`config.mk`:
```
export PLATFORM = sky130hd
export DESIGN_NAME = mem_arbiter
export DESIGN_NICKNAME = d
export VERILOG_FILES = /design/src/rtl/mem_arbiter_pkg.sv /design/src/rtl/mem_arb_watchdog.sv /design/src/rtl/mem_arbiter.sv
export SDC_FILE = /design/constraint.sdc
export NUM_CORES = 1
export LEC_CHECK = 0
export ABC_AREA = 1
export BUFFER_PORTS_ARGS = -buffer_cell sky130_fd_sc_hd__buf_2
export CAP_MARGIN = 20
export CORE_AREA = 2 2 122 124
export CTS_BUF_LIST = sky130_fd_sc_hd__clkbuf_8
export CTS_CLUSTER_DIAMETER = 50
export CTS_CLUSTER_SIZE = 24
export DETAILED_ROUTE_END_ITERATION = 10
export DIE_AREA = 0 0 124 126
export GPL_ROUTABILITY_DRIVEN = 0
export SYNTH_ARGS = -nofsm -noshare
export SYNTH_HDL_FRONTEND = slang
export SYNTH_HIERARCHICAL = 1
export SYNTH_SLANG_ARGS = --single-unit
```
`constraint.sdc`:
```
create_clock -name clk -period 1.4 [get_ports clk]
set_input_delay 0.14 -clock clk [delete_from_list [all_inputs] [get_ports clk]]
set_output_delay 0.14 -clock clk [all_outputs]
set_load 0.02 [all_outputs]
```
`src/rtl/mem_arbiter_pkg.sv`:
```
// Shared types and constants for the two-master memory arbiter.
package mem_arbiter_pkg;

    // Arbiter phases: idle contest, open slave transaction, one-cycle gap.
    typedef enum logic [1:0] {
        ST_IDLE     = 2'd0,
        ST_BUSY     = 2'd1,
        ST_COOLDOWN = 2'd2
    } arb_state_e;

    // Index of a master (two masters, so a single bit).
    typedef logic master_idx_t;

    // Read data returned to the granted master when the watchdog fires.
    localparam logic [31:0] ERR_DATA = 32'hDEADBEEF;

    // Width of the watchdog counter; covers the full 1..65535 limit range.
    localparam int unsigned WDOG_W = 16;

    // Round-robin pick: with both masters requesting the one that did not
    // win last time gets the slave; a lone requester always wins.
    function automatic master_idx_t pick_winner(input logic        sel0,
                                                input logic        sel1,
                                                input master_idx_t last);
        if (sel0 && sel1) begin
            return ~last;
        end
        return sel1 ? 1'b1 : 1'b0;
    endfunction

endpackage

```
`src/rtl/mem_arb_watchdog.sv`:
```
// Slave-ack watchdog: counts BUSY cycles without an ack and flags the cycle
// on which the TIMEOUT_CYCLES-th such cycle is reached. Only instantiated
// when MEM_ARBITER_TIMEOUT_EN is defined.
module mem_arb_watchdog
    import mem_arbiter_pkg::*;
#(
    parameter int unsigned TIMEOUT_CYCLES = 255
) (
    input  logic clk,
    input  logic reset_n_i,
    input  logic busy_i,
    input  logic ack_i,
    output logic expired_o
);

    // The count equals (BUSY cycle number - 1), so the limit is hit on the
    // TIMEOUT_CYCLES-th BUSY cycle when count == TIMEOUT_CYCLES - 1.
    localparam logic [WDOG_W-1:0] LIMIT_M1 = WDOG_W'(TIMEOUT_CYCLES - 1);

    logic [WDOG_W-1:0] count_q;
    logic [WDOG_W-1:0] count_d;

    assign expired_o = busy_i && (count_q == LIMIT_M1);

    // Next count: cleared outside BUSY, advances on every unacknowledged BUSY cycle.
    always_comb begin
        // NOTE: default assignment first so no path through this block can infer a latch.
        count_d = count_q;
        if (!busy_i) begin
            count_d = '0;
        end else if (!ack_i && !expired_o) begin
            count_d = count_q + 1'b1;
        end
    end

    // Counter register.
    always_ff @(posedge clk or negedge reset_n_i) begin
        if (!reset_n_i) begin
            count_q <= '0;
        end else begin
            // NOTE: non-blocking assignment for state so every flop samples pre-edge values.
            count_q <= count_d;
        end
    end

endmodule

```
`src/rtl/mem_arbiter.sv`:
```
// Two-master round-robin arbiter in front of a single memory slave.
// Optional feature: define MEM_ARBITER_TIMEOUT_EN to enable the slave-ack
// watchdog (timeout ack with err_o and 0xDEADBEEF read data). Without it
// err_o is tied low and a transaction waits for s_ack_i indefinitely.
module mem_arbiter
    import mem_arbiter_pkg::*;
#(
    parameter int unsigned TIMEOUT_CYCLES = 255
) (
    input  logic        clk,
    input  logic        reset_n_i,
    // master 0
    input  logic        m0_sel_i,
    input  logic [31:0] m0_addr_i,
    input  logic        m0_we_i,
    input  logic [3:0]  m0_wr_mask_i,
    input  logic [31:0] m0_data_i,
    output logic [31:0] m0_data_o,
    output logic        m0_ack_o,
    // master 1
    input  logic        m1_sel_i,
    input  logic [31:0] m1_addr_i,
    input  logic        m1_we_i,
    input  logic [3:0]  m1_wr_mask_i,
    input  logic [31:0] m1_data_i,
    output logic [31:0] m1_data_o,
    output logic        m1_ack_o,
    // shared slave
    output logic        s_sel_o,
    output logic [31:0] s_addr_o,
    output logic        s_we_o,
    output logic [3:0]  s_wr_mask_o,
    output logic [31:0] s_data_o,
    input  logic [31:0] s_data_i,
    input  logic        s_ack_i,
    // status
    output logic        grant_o,
    output logic        busy_o,
    output logic        err_o
);

    if (TIMEOUT_CYCLES < 1 || TIMEOUT_CYCLES > 65535) begin : g_bad_timeout
        $error("mem_arbiter: TIMEOUT_CYCLES must be within 1..65535");
    end

    arb_state_e  state_q;
    master_idx_t grant_q;

    logic        busy;
    logic        ack_ok;
    logic        timeout_hit;
    logic        txn_done;
    logic [31:0] rd_data;

    assign busy = (state_q == ST_BUSY);

    // A real slave ack always wins over a watchdog expiry in the same cycle.
    assign ack_ok = busy && s_ack_i;

`ifdef MEM_ARBITER_TIMEOUT_EN
    logic wdog_expired;

    mem_arb_watchdog #(
        .TIMEOUT_CYCLES (TIMEOUT_CYCLES)
    ) u_watchdog (
        .clk       (clk),
        .reset_n_i (reset_n_i),
        .busy_i    (busy),
        .ack_i     (s_ack_i),
        .expired_o (wdog_expired)
    );

    assign timeout_hit = wdog_expired && !s_ack_i;
`else
    assign timeout_hit = 1'b0;
`endif

    assign txn_done = ack_ok || timeout_hit;

    // Arbitration and transaction sequencing.
    always_ff @(posedge clk or negedge reset_n_i) begin
        if (!reset_n_i) begin
            // Grant resets to master 1 so master 0 wins the first contest.
            state_q <= ST_IDLE;
            grant_q <= 1'b1;
        end else begin
            case (state_q)
                ST_IDLE: begin
                    if (m0_sel_i || m1_sel_i) begin
                        grant_q <= pick_winner(m0_sel_i, m1_sel_i, grant_q);
                        state_q <= ST_BUSY;
                    end
                end
                ST_BUSY: begin
                    if (txn_done) begin
                        state_q <= ST_COOLDOWN;
                    end
                end
                // One dead cycle lets the acked master deassert its registered sel.
                ST_COOLDOWN: state_q <= ST_IDLE;
                default:     state_q <= ST_IDLE;
            endcase
        end
    end

    // Slave request: sel gated by BUSY, payload always muxed from the grant register.
    always_comb begin
        s_sel_o     = busy && (grant_q ? m1_sel_i : m0_sel_i);
        s_addr_o    = grant_q ? m1_addr_i    : m0_addr_i;
        s_we_o      = grant_q ? m1_we_i      : m0_we_i;
        s_wr_mask_o = grant_q ? m1_wr_mask_i : m0_wr_mask_i;
        s_data_o    = grant_q ? m1_data_i    : m0_data_i;
    end

    // Master responses: the ack passes straight through in the slave's ack
    // cycle, so it cannot be registered without adding a cycle of latency.
    always_comb begin
        m0_ack_o = txn_done && (grant_q == 1'b0);
        m1_ack_o = txn_done && (grant_q == 1'b1);
        rd_data  = timeout_hit ? ERR_DATA : s_data_i;
    end

    assign m0_data_o = rd_data;
    assign m1_data_o = rd_data;
    assign grant_o   = grant_q;
    assign busy_o    = busy;
    assign err_o     = timeout_hit;

endmodule
```
==> results.cfg, run 1 <==
[worst_setup_path]
startpoint_type = flip-flop
critPathKind = flip-flop to primary output
crit_path_end_kind = primary output
r2r_cells = 4
path_max_fanout = 4
required_ns = 1.26
arrival_ns = 1.46

[drt]
drt_wl_total_um = 8230
drc = 0
drtIter0Drc = 28
ant_nets = 0
dr_total_vias = 2419
avgViaCountPerCell = 3.73
dr.pass1.iters = 4
wire_per_inst_um = 12.7

[die]
die_area_um2 = 15600
fp-row-count = 44
die_x_um = 124
coreArea_um2 = 14300
pin_count = 314
fp.dieH_um = 126
start_util_pct = 10.7

[clock_network]
cts_root_buffer = clkbuf_8
cts_tree = done
clock_sinks = 3
cts_buffers = 3
clk_pin_slew_ns = 0.03
clkLatencyLatePin_ns = 0.22
clockBufferDepth = 2
htree_levels = 1

[logic_synthesis]
ys_types = 15
syn-num-nets = 485
postSynthAreaPerCell_um2 = 4.93
syn-instance-count = 310
syn_area_um2 = 1530
ys_ff_latch = 3
seq_area_frac_synth_pct = 4.99
yosys_warnings = 6

[global_routing]
gr-total-overflow = 0
grt_pass1_wl_um = 11400
antenna_found_initial = 0
grt_max_degree = 73
grt_util_all_layers_pct = 9.48
grt_pass1_vias = 2413

[cells_and_area]
post-route-util_pct = 23.5
layout-drive-gt1-share_pct = 66.5
nets = 641
diodes = 0
mostFrequentLayoutCells = nand2_1 (143), buf_2 (143), buf_6 (70)
syn_to_final_growth_pct = 120

[power]
peakVddDrop_mv = 0.907
p_leak_nw = 1.99
p_per_area_nw_per_um2 = 2120
design_power_total_mw = 7.15

[timing]
hold_viol = 0
finalWorstSetupSlack_ns = -0.203
min_period_ns = 1.60
rsz0062_at_grt = yes
setup_violations = 73
fin_skew_ns = 0.00238
fmax_mhz = 624
fin_crit_sh_pct = 114
slew_violations = 0

[min_path]
hold_path_class = input port to flip-flop
holdPathStages = 3

[status]
violations = setup timing
outcome = finished, violations left

[place]
portBuffers = 216
post-dp-hpwl_um = 5230

[run]
drv_cap = 0
## sequential cells by signal, summed over array words and instances (netlist names)
| name | flops |
|---|---|
| grant_o | 1 |
| state_q | 2 |
## synth_stat cells
cell / n / share of area, %
nor3_1: 1 / 0.33
nor3_2: 1 / 0.65
dfrtp_1: 2 / 3.3
nor2_1: 2 / 0.49
nand3_1: 1 / 0.33
buf_6: 1 / 0.74
inv_4: 1 / 0.41
nand2_1: 215 / 53
inv_1: 3 / 0.74
a21oi_1: 1 / 0.33
buf_4: 72 / 35
conb_1: 1 / 0.25
o21ai_0: 1 / 0.33
dfstp_2: 1 / 1.7
buf_2: 7 / 2.3
## repair_timing
| action | in CTS | in global routing |
|---|---|---|
| endpoints found under the hold margin | 3 | 0 |
| setup buffers | 4 | 0 |
| resized for setup | 198 | 48 |
| gates cloned | 5 | 2 |
| endpoints found under the setup margin | 73 | 73 |
| pin swaps | 18 | 17 |
| hold buffers | 1 | 0 |
## report_power, final
group / internal, mW / switching, mW / total, mW
combinational: 3.16 / 3.58 / 6.74
clock: 0.187 / 0.0611 / 0.248
sequential: 0.136 / 0.0235 / 0.160
## cells by family (layout without fill, tap and decap cells)
kind of cell           Yosys count  count (layout)  synth area share [%]
AOI/OAI and AO/OA                2               2                 0.654
buffers and inverters           84             239                  39.5
DFF                              3               3                  4.99
other                            1               1                 0.245
and+or+nand+nor                220             220                  54.6
## per-layer routing
layer  GRT usage [%]  vias up  wire [µm]
met5               0        -          0
met4            2.78        0        200
met3            2.81       30        856
met2            18.4      173       4310
met1            9.52     1051       2860
li1                -     1165          -
## stage by stage
step | instances | TNS [ns] | area [µm²] | hold slack, ns | setup WS [ns]
floorplan | 310 | 0 | 1540 | -0.156 | 0.0663
global placement | 633 | -0.156 | 2310 | -0.0596 | -0.0640
detailed placement | 633 | -0.508 | 2310 | -0.0574 | -0.0962
CTS | 647 | -10.58 | 3180 | 0.167 | -0.207
global route | 649 | -13.77 | 3370 | 0.183 | -0.258
finish | 649 | -9.99 | 3370 | 0.169 | -0.203
## critical path, cell delays in order, from the launching register on
cell,delay (ns)
dfstp_2,0.54
buf_8,0.11
buf_12,0.11
buf_12,0.13
clkbuf_16,0.15
nand2_2,0.05
nand2_2,0.05
buf_6,0.11
## final cells by class
cell class | count | area [µm²]
multi-input cells | 223 | 1140
fillers | 1607 | 10900
inverters | 4 | 31.3
clock inverters | 1 | 3.75
clock buffers | 3 | 41.3
repair buffers | 231 | 1850
well taps | 184 | 230
flip-flops and latches | 3 | 76.3
## final timing paths
| path | from | end | slack (ns) |
|---|---|---|---|
| min in group asynchronous | reset_n_i | state_q[1] | 0.27 |
| worst min-delay path | m1_sel_i | grant_o | 0.17 |
| worst max register to register | grant_o | grant_o | 0.36 |
| worst max-delay path | grant_o | s_data_o[12] | -0.20 |
| worst min register to register | state_q[0] | grant_o | 0.51 |
| max in group asynchronous | reset_n_i | grant_o | 0.93 |
(Power assumes the default switching activity.)
==> run 2, diff against run 1 <==
==> constraint.sdc (replaced) <==
create_clock -name clk -period 1.4 [get_ports clk]
set_input_delay 0.28 -clock clk [delete_from_list [all_inputs] [get_ports clk]]
set_output_delay 0.28 -clock clk [all_outputs]
set_load 0.02 [all_outputs]
==> results.cfg, run 2 (same netlist as run 1, synthesis figures left out) <==
[global_routing]
antenna_found_initial = 0
grt_util_all_layers_pct = 8.39
grt_pass1_wl_um = 10200
gr-total-overflow = 0
grt_pass1_vias = 2106
grt_max_degree = 31

[clock_network]
cts_root_buffer = clkbuf_8
cts_tree = done
clock_sinks = 3
clkLatencyLatePin_ns = 0.21
cts_buffers = 3
clk_pin_slew_ns = 0.03
htree_levels = 1
clockBufferDepth = 2

[worst_setup_path]
critPathKind = flip-flop to primary output
required_ns = 1.12
max_stage_delay_ns = 0.53
arrival_ns = 1.42
crit_path_end_kind = primary output
critPathTopFamily = buffers and inverters
crit_slowest_cell = dfstp_2
path_max_fanout = 8
cp.buffers_inverters = 4
startpoint_type = flip-flop
path_cells = buf_12 -> inv_12 -> clkbuf_16 -> nand2_1 -> nand2_2 -> buf_4

[die]
fp.dieH_um = 126
pin_count = 314
fp-row-count = 44
die_area_um2 = 15600
coreArea_um2 = 14300
start_util_pct = 10.7
die_x_um = 124

[cells_and_area]
layout-drive-gt1-share_pct = 74.6
stdcell_count = 648
final-seq-area_um2 = 76.3
top_register = state_q
mostFrequentLayoutCells = buf_2 (161), nand2_2 (108), nand2_1 (106)
nets = 640
multi_input_area_um2 = 1140
syn_to_final_growth_pct = 102
fillers = 1613
layout.cells.most_common = buf_2
largest_reg_flops = 2
post-route-util_pct = 21.5
diodes = 0

[status]
violations = setup timing
outcome = finished, violations left

[timing]
fin_skew_ns = 0.00241
rsz0062_at_grt = yes
min_period_ns = 1.70
fin_crit_sh_pct = 121
fin_hold_ws_ns = 0.311
slew_violations = 0
hold_viol = 0
setup_violations = 73
finalWorstSetupSlack_ns = -0.300
fmax_mhz = 588

[power]
design_power_total_mw = 6.35
clkPwrFrac_pct = 3.8
combPwrFrac_pct = 93.7
p_per_area_nw_per_um2 = 2060
peakVddDrop_mv = 0.718
p_seq_share_pct = 2.5
switching_share_pct = 54.6
cell_internal_pwr_mw = 2.88
p_leak_nw = 1.80
switchingPower_mw = 3.47

[drt]
drtIter0Drc = 80
drc = 0
ant_nets = 0
wire_per_inst_um = 12.2
avgViaCountPerCell = 3.55
drt_wl_total_um = 7890
dr.pass1.iters = 4
dr_total_vias = 2302

[min_path]
hold_path_class = input port to flip-flop

[run]
drv_cap = 0

[place]
post-place-cells = 636
portBuffers = 216
dp_slack_ns = -0.117
post-dp-hpwl_um = 5620
[run 2: timing repair]
action                                 CTS  global route
resized for setup                       50            76
cloned                                   2             4
buffers inserted                         2             0
pin swaps                                0             0
hold buffers                             1             0
setup endpoints to repair               74            73
endpoints found under the hold margin    2             0
[run 2: layout make-up]
type	count	area share (%)
tap	184	7.47
sequential	3	2.48
clock inverter	1	0.122
timing repair buffer	230	50.7
inverter	4	0.893
multi-input combinational	223	37.0
clock buffer	3	1.34
[run 2: metrics by stage]
stage | setup TNS [ns] | cell area [µm²]
detailed placement | -2.72 | 2520
floorplan | -0.0104 | 1710
global route | -23.99 | 3080
finish | -19.57 | 3080
global placement | -2.10 | 2520
CTS | -18.81 | 2810
[run 2: layer usage]
layer / GRT usage [%] / part of all wire [%] / vias up
li1: - / - / 1159
met1: 8.62 / 36 / 973
met2: 16.1 / 52 / 150
met3: 2.58 / 9.9 / 20
met4: 2.31 / 2.2 / 0
met5: 0 / 0 / -
[run 2: final timing paths]
path | startpoint | endpoint | slack [ns] | depth (start not counted)
worst min-delay path | m1_sel_i | grant_o | 0.31 | 3
worst max register to register | grant_o | grant_o | 0.27 | 5
max in group asynchronous | reset_n_i | grant_o | 0.77 | 2
min in group asynchronous | reset_n_i | state_q[1] | 0.44 | 2
worst min register to register | state_q[1] | grant_o | 0.52 | 3
worst max-delay path | grant_o | s_data_o[26] | -0.30 | 6
[run 2: power by group through the flow]
stage | clock network [mW] | registers (mW) | logic (mW)
finish | 0.239 | 0.161 | 5.95
global route | 0.261 | 0.165 | 6.49
CTS | 0.249 | 0.160 | 5.27
detailed placement | 0 | 0.186 | 4.46
global placement | 0 | 0.184 | 4.43
floorplan | 0 | 0.172 | 3.30
[run 2: worst register-to-register path, delay by kind of cell, from the launching register on]
| family | cells | cell delay, ns |
|---|---|---|
| and+or+nand+nor | 2 | 0.13 |
| buffers and inverters | 3 | 0.40 |
| DFF | 1 | 0.53 |
